<file path="src/rtl/enc_pkg.sv">
// Shared defaults and the one-hot to index/error decode used by onehot_dec_fifo.
// The decode works on a fixed maximum width so any OH_W up to OH_MAX can share it.
package enc_pkg;

   localparam int OH_W_DEF  = 15;
   localparam int BIN_W_DEF = 4;
   localparam int DEPTH_DEF = 4;

   localparam int OH_MAX = 64;
   localparam int IDX_W  = $clog2(OH_MAX);

   typedef struct packed {
      logic [IDX_W-1:0] idx;
      logic             err;
   } dec_t;

   // Lowest set bit wins; anything other than exactly one set bit is an error.
   function automatic dec_t onehot_decode(input logic [OH_MAX-1:0] vec);
      dec_t d;
      d.idx = '0;
      for (int i = OH_MAX - 1; i >= 0; i--) begin
         if (vec[i]) d.idx = IDX_W'(i);
      end
      d.err = ($countones(vec) != 1);
      return d;
   endfunction

endpackage

</file>
<file path="src/rtl/sync_fifo.sv">
// Single-clock FIFO with occupancy count; head data reads as zero while empty.
// DEPTH must be a power of two so the pointers wrap by plain overflow.
module sync_fifo #(
   parameter  int WIDTH = 5,
   parameter  int DEPTH = 4,
   localparam int PTR_W = $clog2(DEPTH),
   localparam int LVL_W = PTR_W + 1
) (
   input  logic             clk,
   input  logic             rst,
   input  logic             wr_en,
   input  logic [WIDTH-1:0] wr_data,
   input  logic             rd_en,
   output logic [WIDTH-1:0] rd_data,
   output logic [LVL_W-1:0] level,
   output logic             full,
   output logic             empty
);

   logic [WIDTH-1:0] mem [DEPTH];
   logic [PTR_W-1:0] wr_ptr;
   logic [PTR_W-1:0] rd_ptr;
   logic             wr_fire;
   logic             rd_fire;

   assign full    = (level == LVL_W'(DEPTH));
   assign empty   = (level == '0);
   assign wr_fire = wr_en && !full;
   assign rd_fire = rd_en && !empty;

   // NOTE: storage has no reset; empty gates rd_data so stale words never reach the output.
   always_ff @(posedge clk) begin
      if (wr_fire) mem[wr_ptr] <= wr_data;
   end

   always_ff @(posedge clk or negedge rst) begin
      if (!rst) begin
         wr_ptr <= '0;
         rd_ptr <= '0;
         level  <= '0;
      end else begin
         if (wr_fire) wr_ptr <= wr_ptr + PTR_W'(1);
         if (rd_fire) rd_ptr <= rd_ptr + PTR_W'(1);
         case ({wr_fire, rd_fire})
            2'b10:   level <= level + LVL_W'(1);
            2'b01:   level <= level - LVL_W'(1);
            default: level <= level;
         endcase
      end
   end

   assign rd_data = empty ? '0 : mem[rd_ptr];

endmodule

</file>
<file path="src/rtl/onehot_dec_fifo.sv">
// Decodes one-hot vectors into {index, err} and buffers them for a downstream consumer.
// Also keeps a saturating count of accepted malformed vectors.
module onehot_dec_fifo
   import enc_pkg::*;
#(
   parameter  int OH_W  = OH_W_DEF,
   parameter  int BIN_W = BIN_W_DEF,
   parameter  int DEPTH = DEPTH_DEF,
   localparam int LVL_W = $clog2(DEPTH) + 1
) (
   input  logic             clk,
   input  logic             rst,
   input  logic             in_valid,
   input  logic [OH_W-1:0]  in,
   output logic             in_ready,
   output logic             out_valid,
   input  logic             out_ready,
   output logic [BIN_W-1:0] out,
   output logic             out_err,
   output logic [LVL_W-1:0] level,
   output logic [7:0]       err_cnt
);

   dec_t             dec;
   logic             run;
   logic             full;
   logic             empty;
   logic             wr_fire;
   logic [BIN_W:0]   rd_data;
   logic             unused_dec_bits;

   assign dec             = onehot_decode(OH_MAX'(in));
   assign unused_dec_bits = ^dec.idx;

   // run holds in_ready low during reset and rises on the first edge after release.
   always_ff @(posedge clk or negedge rst) begin
      if (!rst) run <= 1'b0;
      else      run <= 1'b1;
   end

   assign in_ready  = run && !full;
   assign wr_fire   = in_valid && in_ready;
   assign out_valid = !empty;

   sync_fifo #(
      .WIDTH (BIN_W + 1),
      .DEPTH (DEPTH)
   ) u_fifo (
      .clk     (clk),
      .rst     (rst),
      .wr_en   (wr_fire),
      .wr_data ({dec.idx[BIN_W-1:0], dec.err}),
      .rd_en   (out_ready),
      .rd_data (rd_data),
      .level   (level),
      .full    (full),
      .empty   (empty)
   );

   assign {out, out_err} = rd_data;

   always_ff @(posedge clk or negedge rst) begin
      if (!rst) begin
         err_cnt <= '0;
      end else if (wr_fire && dec.err && (err_cnt != 8'hFF)) begin
         err_cnt <= err_cnt + 8'd1;
      end
   end

endmodule

</file>
<file path="config.mk">
export PLATFORM = sky130hd
export DESIGN_NAME = onehot_dec_fifo
export DESIGN_NICKNAME = d
export VERILOG_FILES = /design/src/rtl/enc_pkg.sv /design/src/rtl/sync_fifo.sv /design/src/rtl/onehot_dec_fifo.sv
export SDC_FILE = /design/constraint.sdc
export NUM_CORES = 1
export LEC_CHECK = 0
export CAP_MARGIN = 15
export CORE_UTILIZATION = 36
export DETAILED_ROUTE_END_ITERATION = 10
export GPL_TIMING_DRIVEN = 0
export HOLD_SLACK_MARGIN = 0.12
export SLEW_MARGIN = 20
export SYNTH_ARGS = -nofsm -noshare
export SYNTH_HDL_FRONTEND = slang
export SYNTH_HIERARCHICAL = 1
export SYNTH_SLANG_ARGS = --single-unit
</file>
<file path="constraint.sdc">
create_clock -name clk -period 2.7 [get_ports clk]
set_clock_uncertainty 0.15 [all_clocks]
set_input_delay 0.405 -clock clk [delete_from_list [all_inputs] [get_ports clk]]
set_output_delay 0.405 -clock clk [all_outputs]
set_load 0.05 [all_outputs]
</file>
=== After elaboration in Yosys (flattened, before gate mapping) ===
Memory sizes are Yosys's and may differ from the RTL's.
Index checks and enable logic that the tools add are counted.

* Reductions and logical operators: 10
* Eq/ne operators: 5
* Mux-type cells: 19
* Add/subtract/negate cells: 19

{| class="wikitable"
|+ Operators with widths
! cell !! count
|-
| two-way mux 4 bit || 15
|-
| adder 1 x 1 -> 2 bit || 7
|-
| adder 2 x 2 -> 3 bit || 3
|-
| adder 3 x 3 -> 4 bit || 2
|-
| adder 8 x 1 -> 8 bit, second input constant || 1
|-
| inequality test 8 bit, second input constant || 1
|-
| logical AND 1 bit || 6
|-
| case mux 3 bit (2 select lines) || 1
|-
| adder 4 x 4 -> 5 bit || 1
|-
| two-way mux 5 bit || 1
|-
| inequality test 5 x 1 -> 1 bit, second input constant || 1
|-
| adder 2 x 1 -> 2 bit, second input constant || 2
|-
| adder 2 x 1 -> 3 bit || 1
|-
| adder 3 x 1 -> 3 bit, second input constant || 1
|-
| equality test 3 bit, second input constant || 1
|-
| zero test 3 bit || 1
|-
| subtractor 3 x 1 -> 3 bit, second input constant || 1
|-
| equality test 2 x 1 -> 1 bit, second input constant || 1
|-
| equality test 2 bit, second input constant || 1
|-
| zero test 1 bit || 2
|-
| two-way mux 1 bit || 2
|-
| nonzero test 2 bit || 1
|}

* Bits in registers: 16
* RAM bits: 20
* Memories: 1
* Output and inout bits: 18

{| class="wikitable"
|+ Memories
! name !! words !! bits a word !! rd ports !! clocked after memory_dff !! write ports !! line !! source
|-
| u_fifo.mem || 4 || 5 || 1 || 0 || 1 || sync_fifo.sv:20 || <nowiki>logic [WIDTH-1:0] mem [DEPTH];</nowiki>
|}

=== Longest topological paths before layout ===
* Depth after elaboration: 15
* Mapped depth: 14
* Depth with buffers taken out: 14

=== Modules after synthesis ===
Netlist, hierarchy kept.

{| class="wikitable"
|+ By module, submodules not included
! module !! area each (um2) !! instances !! cells each
|-
| sync_fifo || 1212.4 || 1 || 70
|-
| onehot_dec_fifo || 894.6 || 1 || 94
|}

=== Worst setup path before layout ===
Ideal clock, no wire load.

* Path kind: input port to flip-flop
* From: input in[0]
* To: register err_cnt[1]
* Buffers on the path: 0
* Stages on the path: 13
* Setup slack: -1.877 ns
* Required time: 2.425 ns
* Data arrival time: 4.302 ns
* Cells stage by stage: inv_1 > fa_1 > inv_1 > fa_1 > fa_1 > inv_1 > fa_1 > fa_1 > fa_1 > nor3b_1 > a21oi_1 > o311ai_4 > mux2_4

* Longest elaborated chain between the ends: 7

{| class="wikitable"
|+ Ends and longest elaborated chain
! item !! line !! source
|-
| from (decl) || onehot_dec_fifo.sv:14 || <nowiki>input logic [OH_W-1:0] in,</nowiki>
|-
| adder 1 x 1 -> 2 bit (not written as such) || enc_pkg.sv:24 || <nowiki>d.err = ($countones(vec) != 1);</nowiki>
|-
| adder 2 x 2 -> 3 bit (not written as such) || enc_pkg.sv:24 ||
|-
| adder 3 x 3 -> 4 bit (not written as such) || enc_pkg.sv:24 ||
|-
| adder 4 x 4 -> 5 bit (not written as such) || enc_pkg.sv:24 ||
|-
| inequality test 5 x 1 -> 1 bit || enc_pkg.sv:24 ||
|-
| logical AND 1 bit (2 in a row) || onehot_dec_fifo.sv:65 || <nowiki>end else if (wr_fire && dec.err && (err_cnt != 8'hFF)) begin</nowiki>
|-
| to (signal assigned) || onehot_dec_fifo.sv:66 || <nowiki>err_cnt <= err_cnt + 8'd1;</nowiki>
|-
| to (decl) || onehot_dec_fifo.sv:21 || <nowiki>output logic [7:0] err_cnt</nowiki>
|}

Every way passes these cells.
A chain may end at the register's enable or synchronous reset.

=== Final worst setup path ===
* From: input in[1]
* To: register err_cnt[1]

The elaborated chain is that of the path after synthesis.

==> results_dict.tcl <==
set metrics [dict create \
    status "finished, violations left" \
    violations "negative setup slack" \
    cts_sinks 36 \
    cpMostUsedCell "fa_1" \
    wl_met2_um 2000 \
    cpMaxStageDelayCell "fa_2" \
    synth_simple_gate_area_share_pct 14.4 \
    rsz0062_at_grt "true" \
    routed_via_density 4.64 \
    finalWorstSetupSlack_ns -1.56 \
    hp-class "primary input to flip-flop" \
    yosysWarnings 6 \
    drcViolationCount 0 \
    grt-ovfl-total 0 \
    critPathCaptureType "flip-flop" \
    critical-path-top-delay-family "adder cells" \
    critPathKind "primary input to flip-flop" \
    mappedNetlistArea_mm2 0.00211 \
    top_layer "met4" \
    clkTransAtPathRegs_ns 0.07 \
    cts_tree "built" \
    instances_no_fill 287 \
    initial_core_util_pct 37.8 \
    grt.total_usage_pct 14.1 \
    layout.area.seq_mm2 0.00100 \
    synth-xor-area-share_pct 5.40 \
    power.leakage_nw 1.19 \
    synthAdderAreaFrac_pct 15.2 \
    firstDrtPassIters 4 \
    fin_crit_sh_pct 158 \
    hpwl_um 2890 \
    hold_viol_final 0 \
    yosysSeqAreaShare_pct 47.5 \
    cts_max_level 2 \
    crit_cells 14 \
    clkLatencyLatePin_ns 0.28 \
    rrSetupSlack_ns 0.21 \
    slew_violations 0 \
    peakVddDrop_mv 0.566 \
    core_mm2 0.00557 \
    yosysTopAreaCell "edfxtp_1" \
    critical_path.max_fanout 8 \
    synthCells 164 \
    setup_viol 12 \
    ios 37 \
    antenna_cells 0 \
    numCtsBuffers 5 \
    cts_hold_repair.buffers 0 \
    critPathBufInv 5 \
    wl_um 3720 \
    grt_max_degree 17 \
    nets 252 \
    synth.distinct_cells 39 \
    antenna_found_initial 0 \
    drive_above_1_share_pct 25.6 \
    reg2reg_to "u_fifo/level[2]$_DFFE_PN0P_" \
    clockRootBuffer "clkbuf_8" \
    met1_length_um 1580 \
    gp_congestion 0.796 \
    power.total_mw 2.93 \
    die_w_um 78.5 \
    ys_seq_elements 36 \
    grt_pass1_wl_um 6690 \
    required_ns 2.73 \
    relSlewSlack_pct 52.3 \
    ant_nets 0 \
    crit_path_start_kind "primary input" \
    cts_max_path_buffers 2 \
    io_buffers 36 \
    placementRows 27 \
    grt_pass1_vias 1393 \
    vias 1331 \
    drt_iter0_drc 44 \
    dieArea_mm2 0.00616 \
    hold_end "u_fifo/mem[1][2]$_DFFE_PP_" \
    fmax_mhz 235 \
    r2r_cells 11 \
    synth_top_family_by_area "adder cells" \
    hp-start "in[1]" \
    synth-compound-area-share_pct 4.75 \
    multiInputGateArea_mm2 0.00103 \
    holdPathStages 2 \
    arrival_ns 4.28 \
    fillers 497 \
    synth_mux_area_share_pct 7.24 \
    synth.area.top_cells "edfxtp_1 (29%), dfrtp_1 (19%), fa_1 (10%)" \
    fin_crit_ns 4.26 \
    syn-mean-instance-area_um2 12.8 \
    dp.cells 272 \
    area_delta_synth_final_pct 32.7 \
    cp_cell_sequence "buf_8 > inv_4 > fa_1 > inv_2 > fa_1 > fa_1 > inv_1 > fa_1 > fa_2 > fa_2 > nand2b_4 > o311ai_4 > buf_12 > mux2_4" \
    die_h_um 78.5 \
    slowest_delay_ns 0.56 \
    drv_cap 0 \
    routed-wl-met3_um 94 \
    worstMarginPinSlew_ns 0.713 \
    r2r-start "u_fifo/level[0]$_DFFE_PN0P_" \
    power.density_mw_per_mm2 1050 \
    syn-num-nets 202 \
    wire_per_inst_um 13.0 \
    yosysTopAreaCellShare_pct 28.5 \
]
## timing repair
action / 4_1_cts / 5_1_grt
gates resized for setup: 36 / 5
pin swaps: 10 / 8
setup buffers: 4 / 3
setup endpoints to repair: 15 / 15
cloned: 0 / 0
## stage by stage
step | hold WS, ns | setup WS (ns) | area (um2) | setup TNS (ns) | utilization, %
finish | 0.302 | -1.56 | 2800 | -17.58 | 50.1
floorplan | -0.0406 | -1.74 | 2160 | -19.29 | -
global route | 0.312 | -1.67 | 2800 | -18.96 | 50.1
detailed placement | 0.354 | -2.64 | 2610 | -30.12 | 46.8
CTS | 0.290 | -1.71 | 2750 | -19.16 | 49.3
global placement | 0.352 | -2.60 | 2610 | -29.50 | 46.8
## cells by family (layout without fill, tap and decap cells)
logic type,Yosys count,in the layout
AND/OR/NAND/NOR,46,46
flip-flops,36,36
buffers and inverters,29,80
adder cells (fa/ha/maj),19,19
XOR/XNOR,13,13
AO/OA/AOI/OAI,12,12
multiplexers,8,8
other,1,1
## state kept, by name, summed over array words and instances, names as in the netlist
register,count
u_fifo/level,3
run,1
u_fifo/rd_ptr,2
err_cnt,8
u_fifo/mem,20
u_fifo/wr_ptr,2
## layout make-up
type	instances	area share, %
repair buffers	43	15.3
multi-input cells	99	37.0
clock buffers	5	2.46
clock inverters	3	1.52
flip-flops and latches	36	35.9
plain buffers	2	0.403
well taps	72	3.22
inverters	27	4.16
## placed cells by master (no fill, tap or decap), types with 3 or more instances in the layout
master | netlist | final
clkdlybuf4s50_1 | 0 | 25
fa_1 | 11 | 9
o31ai_1 | 3 | 3
clkbuf_8 | 0 | 5
xnor2_1 | 4 | 3
nor2b_1 | 7 | 6
and2_2 | 4 | 4
dfrtp_2 | 0 | 3
nand2_1 | 4 | 4
nor2_1 | 8 | 8
dlygate4sd2_1 | 0 | 3
buf_2 | 0 | 3
ha_1 | 8 | 8
edfxtp_1 | 20 | 20
nand3_1 | 3 | 3
buf_4 | 1 | 6
a21oi_1 | 4 | 3
dfrtp_1 | 16 | 13
inv_1 | 27 | 23
xor2_1 | 9 | 9
mux4_2 | 5 | 5
## routing by layer
metal / global-route usage (%) / up-vias
met1: 17.3 / 653
met4: 5.56 / 0
met2: 24.4 / 21
met5: 0 / -
met3: 2.44 / 4
li1: - / 653
## synth_stat cells
cell and n:
inv_1 27, edfxtp_1 20, dfrtp_1 16, fa_1 11, xor2_1 9, ha_1 8, nor2_1 8, nor2b_1 7
mux4_2 5, a21oi_1 4, and2_2 4, nand2_1 4, xnor2_1 4, nand3_1 3, nor3_1 3, o31ai_1 3
mux2_4 2, nand2b_1 2, nor3b_1 2, nor4_1 2, or3_1 2, a211oi_1 1, a221oi_1 1, a311oi_1 1
and2_1 1, and3b_1 1, buf_4 1, clkbuf_1 1, conb_1 1, mux2i_1 1, nand3_2 1, nand4_1 1
nor2b_2 1, nor2b_4 1, nor3_4 1, nor3b_4 1, nor4_2 1, o22ai_1 1, o311ai_4 1
## power breakdown
part | internal [mW] | total, mW | switching, mW
clock | 0.273 | 0.466 | 0.193
combinational | 0.675 | 1.61 | 0.935
sequential | 0.726 | 0.858 | 0.132
## worst max-delay path by stage
| stage | startpoint | to | slack, ns |
|---|---|---|---|
| finish | in[1] | err_cnt[1]$_DFFE_PN0P_ | -1.56 |
| global route | in[1] | err_cnt[1]$_DFFE_PN0P_ | -1.67 |
| CTS | in[1] | err_cnt[1]$_DFFE_PN0P_ | -1.71 |
| detailed placement | in[0] | err_cnt[1]$_DFFE_PN0P_ | -2.64 |
| global placement | in[0] | err_cnt[1]$_DFFE_PN0P_ | -2.60 |
| floorplan | in[0] | err_cnt[1]$_DFFE_PN0P_ | -1.74 |
No activity file was read; power rests on OpenSTA's default activity.
